### src/rtl/mips_pkg.sv
// Shared MIPS definitions: opcode constants, fetch FSM state encoding and the default reset PC.
package mips_pkg;

  localparam logic [5:0] OP_RTYPE = 6'h00;
  localparam logic [5:0] OP_J     = 6'h02;
  localparam logic [5:0] OP_BEQ   = 6'h04;
  localparam logic [5:0] OP_ADDI  = 6'h08;
  localparam logic [5:0] OP_LW    = 6'h23;
  localparam logic [5:0] OP_SW    = 6'h2B;

  localparam logic [31:0] RESET_PC_DEFAULT = 32'h0000_0000;

  typedef enum logic [1:0] {
    S_IDLE = 2'd0,
    S_REQ  = 2'd1,
    S_WAIT = 2'd2,
    S_HOLD = 2'd3
  } fetch_state_t;

endpackage

### src/rtl/fetch_next_pc.sv
// Combinational next-PC select for the fetch stage: jump beats branch, branch beats sequential.
module fetch_next_pc #(
  parameter int ADDR_W = 32
) (
  input  logic [ADDR_W-1:0] pc_plus4,
  input  logic [25:0]       instr_idx,
  input  logic [31:0]       branch_imm,
  input  logic              pc_src,
  input  logic              jump,
  output logic [ADDR_W-1:0] next_pc
);

  logic [ADDR_W-1:0] w_jump_target;
  logic [ADDR_W-1:0] w_branch_target;

  assign w_jump_target   = {pc_plus4[ADDR_W-1:28], instr_idx, 2'b00};
  // Offset is in words; the shift drops the top two bits so the add wraps naturally.
  assign w_branch_target = pc_plus4 + ADDR_W'({branch_imm[29:0], 2'b00});

  always_comb begin
    next_pc = pc_plus4;
    if (jump) begin
      next_pc = w_jump_target;
    end else if (pc_src) begin
      next_pc = w_branch_target;
    end
  end

endmodule

### src/rtl/instr_fetch_unit.sv
// Fetch stage: one outstanding req/gnt + rvalid access, instruction held until commit.
// Optional perf counters (fetch_cnt, stall_cnt) are built when FETCH_PERF_CNT_EN is defined.
module instr_fetch_unit
  import mips_pkg::*;
#(
  parameter int                ADDR_W   = 32,
  parameter logic [ADDR_W-1:0] RESET_PC = ADDR_W'(RESET_PC_DEFAULT)
) (
  input  logic              clk,
  input  logic              rst_n,
  output logic              imem_req,
  output logic [ADDR_W-1:0] imem_addr,
  input  logic              imem_gnt,
  input  logic              imem_rvalid,
  input  logic [31:0]       imem_rdata,
  output logic [31:0]       instr,
  output logic [5:0]        opcode,
  output logic [5:0]        funct,
  output logic [ADDR_W-1:0] pc,
  output logic [ADDR_W-1:0] pc_plus4,
  output logic              instr_valid,
  input  logic              instr_ready,
  input  logic              pc_src,
  input  logic              jump,
  input  logic [31:0]       branch_imm
`ifdef FETCH_PERF_CNT_EN
  ,
  output logic [31:0]       fetch_cnt,
  output logic [31:0]       stall_cnt
`endif
);

  fetch_state_t      r_state;
  fetch_state_t      w_state_next;
  logic [ADDR_W-1:0] r_pc;
  logic [31:0]       r_instr;
  logic              w_capture;
  logic              w_commit;
  logic [ADDR_W-1:0] w_next_pc;

  always_ff @(posedge clk or negedge rst_n) begin
    if (!rst_n) begin
      r_state <= S_IDLE;
    end else begin
      r_state <= w_state_next;
    end
  end

  always_comb begin
    w_state_next = r_state;
    imem_req     = 1'b0;
    instr_valid  = 1'b0;
    w_capture    = 1'b0;
    w_commit     = 1'b0;
    case (r_state)
      S_IDLE: w_state_next = S_REQ;
      S_REQ: begin
        imem_req = 1'b1;
        if (imem_gnt) w_state_next = S_WAIT;
      end
      S_WAIT: begin
        if (imem_rvalid) begin
          w_capture    = 1'b1;
          w_state_next = S_HOLD;
        end
      end
      S_HOLD: begin
        instr_valid = 1'b1;
        if (instr_ready) begin
          w_commit     = 1'b1;
          w_state_next = S_REQ;
        end
      end
      default: w_state_next = S_IDLE;
    endcase
  end

  always_ff @(posedge clk or negedge rst_n) begin
    if (!rst_n) begin
      r_pc    <= RESET_PC;
      r_instr <= '0;
    end else begin
      if (w_capture) r_instr <= imem_rdata;
      if (w_commit)  r_pc    <= w_next_pc;
    end
  end

  fetch_next_pc #(.ADDR_W(ADDR_W)) u_next_pc (
    .pc_plus4   (pc_plus4),
    .instr_idx  (r_instr[25:0]),
    .branch_imm (branch_imm),
    .pc_src     (pc_src),
    .jump       (jump),
    .next_pc    (w_next_pc)
  );

  assign imem_addr = {r_pc[ADDR_W-1:2], 2'b00};
  assign pc        = r_pc;
  assign pc_plus4  = r_pc + ADDR_W'(4);
  assign instr     = r_instr;
  assign opcode    = r_instr[31:26];
  assign funct     = r_instr[5:0];

`ifdef FETCH_PERF_CNT_EN
  logic [31:0] r_fetch_cnt;
  logic [31:0] r_stall_cnt;
  logic        w_stall;

  assign w_stall = ((r_state == S_REQ)  && !imem_gnt)    ||
                   ((r_state == S_WAIT) && !imem_rvalid) ||
                   ((r_state == S_HOLD) && !instr_ready);

  always_ff @(posedge clk or negedge rst_n) begin
    if (!rst_n) begin
      r_fetch_cnt <= '0;
      r_stall_cnt <= '0;
    end else begin
      if (w_commit) r_fetch_cnt <= r_fetch_cnt + 32'd1;
      if (w_stall)  r_stall_cnt <= r_stall_cnt + 32'd1;
    end
  end

  assign fetch_cnt = r_fetch_cnt;
  assign stall_cnt = r_stall_cnt;
`endif

endmodule

### config.mk
export PLATFORM = sky130hd
export DESIGN_NAME = instr_fetch_unit
export DESIGN_NICKNAME = d
export VERILOG_FILES = /design/src/rtl/mips_pkg.sv /design/src/rtl/fetch_next_pc.sv /design/src/rtl/instr_fetch_unit.sv
export SDC_FILE = /design/constraint.sdc
export NUM_CORES = 1
export LEC_CHECK = 0
export BUFFER_PORTS_ARGS = -buffer_cell sky130_fd_sc_hd__buf_4
export CAP_MARGIN = 20
export CORE_ASPECT_RATIO = 0.8
export CORE_UTILIZATION = 56
export CTS_BUF_LIST = sky130_fd_sc_hd__clkbuf_4 sky130_fd_sc_hd__clkbuf_8
export DETAILED_ROUTE_END_ITERATION = 7
export PLACE_DENSITY_LB_ADDON = 0.15
export SLEW_MARGIN = 30
export SYNTH_ARGS = -nofsm -noshare
export SYNTH_HDL_FRONTEND = slang
export SYNTH_HIERARCHICAL = 1
export SYNTH_SLANG_ARGS = --single-unit
### constraint.sdc
create_clock -name clk -period 10.7 [get_ports clk]
set_input_delay 0.535 -clock clk [delete_from_list [all_inputs] [get_ports clk]]
set_output_delay 0.535 -clock clk [all_outputs]
set_load 0.02 [all_outputs]
==> results.toml <==
[clock_network]
clock-sinks = 66
clock_path_buffers = 2
cts_max_level = 3
post_cts_buffers = 0
insertion_delay_ns = 0.33
cts.hold.buffers_added = 0
tritoncts = "done"
cts_buffers = 9
cts-root-buf = "clkbuf_8"
ctsResizeCount = 0
clk_pin_slew_worst_paths_ns = 0.08

[die]
rows = 32
start_util_pct = 58.5
die_w_um = 115
die_h_um = 92.4
die_area_mm2 = 0.0106
io_pins = 213
coreArea_mm2 = 0.00977

[placement]
gp_congestion = 0.915
port_buffers = 208
dp_hpwl_um = 13400

[detailed_routing]
wl_met1_um = 7700
wl_met3_um = 1660
wl_um = 17200
highest_layer = "met4"
first_pass_iters = 5
wl_per_cell_um = 18.7
via_count = 5378
met2_length_um = 7600
detail_route.vias_per_cell = 5.87
drtAntennaViolNets = 0
route.detailed.drc = 0
drtIter0Drc = 562

[synthesis]
synth_cell_types = 69
synth_area_mm2 = 0.00572
synth-edff-count = 0
synthTopCellsByArea = "dfrtp_1 29%, mux2_2 13%, ha_1 7.2%"
synth_top_cell_area_share_pct = 28.9
syn_inst = 623
syn_avg_cell_area_um2 = 9.18
postSynth.asyncResetShare_pct = 100
ys_warn_count = 6
synth.largest_area_cell = "dfrtp_1"
ys_seq_area_share_pct = 28.9
synth_flop_cell = "dfrtp_1"
ys_seq_elements = 66

[power_and_ir_drop]
p_sw_share_pct = 51.4
seqPwrFrac_pct = 21.9
cellLeakagePower_uw = 0.00348
power_density_mw_per_mm2 = 356
irDropWorstVdd_mv = 0.254
clkPwrFrac_pct = 7.7
combPwrFrac_pct = 70.4
switchingPower_uw = 1320
cellInternalPower_uw = 1240

[critical_path]
ff2ff_setup_slack_ns = 6.26
worstSetupPathType = "flop to flop"
cp-start-kind = "flop"
critPathRequiredTime_ns = 10.98
end_kind = "flop"
cp.arrival_ns = 4.71
r2r_end = "pc[30]$_DFFE_PN0P_"
r2r-start = "pc[4]$_DFFE_PN0P_"
critPathMaxFanout = 11
ff2ff_path_depth = 13

[grt]
gr-total-overflow = 0
grt_pass1_vias = 5072
grt_pass1_wl_um = 26200
grt_max_degree = 67
antenna_found_initial = 0
grtUsageTotal_pct = 32.2

[timing]
setup_viol = 0
finalHoldViolations = 0
maxSlewHeadroom_pct = 45.4
holdWs_ns = 0.283
fmax_ghz = 0.225
finClkSkew_ns = 0.00777
timing.final.crit_share_pct = 41.5
fin_crit_ns = 4.44
worstMarginPinSlew_ns = 0.819
drv_slew = 0
setup_tns_ns = 0
grt_setup_unrepaired = "false"

[final_layout]
mostFrequentLayoutCell = "buf_4"
layout.nets = 880
area_growth_pct = 25.8
regArea_mm2 = 0.00165
mostFrequentLayoutCells = "210 x buf_4, 66 x dfrtp_1, 64 x mux2_2"
layout-drive-gt1-share_pct = 40.0
n_antenna_cell = 0
fill_cells = 784
multi_input_area_mm2 = 0.00355

[run]
maxCapViolCount = 0

[min_path]
hp-class = "input port to async pin"

[status]
status = "completed"
## flip-flops by register name, indices dropped and copies added (netlist names)
register  count
instr        32
pc           32
r_state       2
## final cells by class
type	instances	area share [%]
flip-flops and latches	66	23.0
inverters	15	0.783
clock inverters	4	0.348
repair buffers	210	21.9
well taps	136	2.37
multi-input cells	473	49.3
clock buffers	12	2.30
## synthesized netlist by cell type (13+ instances only)
library cell / number
buf_4: 47
ha_1: 33
mux2_2: 64
nand4_1: 16
xnor2_1: 37
a21oi_1: 36
xor2_1: 13
mux2i_1: 13
inv_1: 13
nand2_1: 56
nand3_1: 20
dfrtp_1: 66
o21ai_0: 34
nor2_1: 31
and3_1: 14
## stage by stage
stage | total power, µW | utilization (%) | instances | instance area, µm² | setup slack [ns]
after CTS | 2530 | 73.6 | 916 | 7190 | 6.39
final | 2560 | 73.6 | 916 | 7190 | 6.26
after global routing | 2700 | 73.6 | 916 | 7190 | 6.06
after floorplan | 1740 | - | 624 | 5720 | 6.67
after global placement | 2280 | 71.7 | 900 | 7000 | 6.45
after detailed placement | 2320 | 71.7 | 900 | 7000 | 6.40
## power by group through the flow
stage               combinational, µW  clock, µW  sequential, µW
detailed placement               1770          0             556
floorplan                        1100          0             642
global placement                 1730          0             548
CTS                              1780        201             554
finish                           1800        197             560
global route                     1910        211             577
## cell families (layout without fill, tap and decap cells)
logic type	Yosys count	count (layout)	share of synthesized area, %
multiplexers	77	77	14.9
adder cells (fa/ha/maj)	34	34	7.57
AND/OR/NAND/NOR	172	172	15.3
flip-flops	66	66	28.9
buffers and inverters	85	241	9.15
XOR/XNOR	50	50	7.66
AO/OA/AOI/OAI	138	138	16.5
other	1	2	0.0656
## worst max path at each step
stage	start	end	slack, ns	cells after the start
after floorplan	pc[2]$_DFFE_PN0P_	pc[25]$_DFFE_PN0P_	6.67	14
after global placement	pc[4]$_DFFE_PN0P_	pc[31]$_DFFE_PN0P_	6.45	12
after detailed placement	pc[4]$_DFFE_PN0P_	pc[31]$_DFFE_PN0P_	6.40	13
after CTS	pc[4]$_DFFE_PN0P_	pc[31]$_DFFE_PN0P_	6.39	13
after global routing	pc[3]$_DFFE_PN0P_	pc[25]$_DFFE_PN0P_	6.06	14
final	pc[4]$_DFFE_PN0P_	pc[30]$_DFFE_PN0P_	6.26	13
## worst max-delay path: stages, from the launching register on
cell     delay, ns
dfrtp_1       0.50
nand4_2       0.20
nor3_2        0.66
nand4_1       0.24
xnor2_1       0.50
ha_1          0.39
a21oi_1       0.19
o21ai_0       0.18
a21oi_1       0.21
o21ai_2       0.12
o31ai_1       0.35
a21oi_1       0.12
o31ai_1       0.48
mux2_2        0.25
## routing by layer
| layer | up-vias | global-route usage (%) |
|---|---|---|
| met5 | - | 0 |
| met4 | 0 | 7.90 |
| met1 | 2571 | 47.0 |
| li1 | 2518 | - |
| met3 | 22 | 7.59 |
| met2 | 267 | 47.7 |
Note: power is estimated with default switching activity, not from simulation.
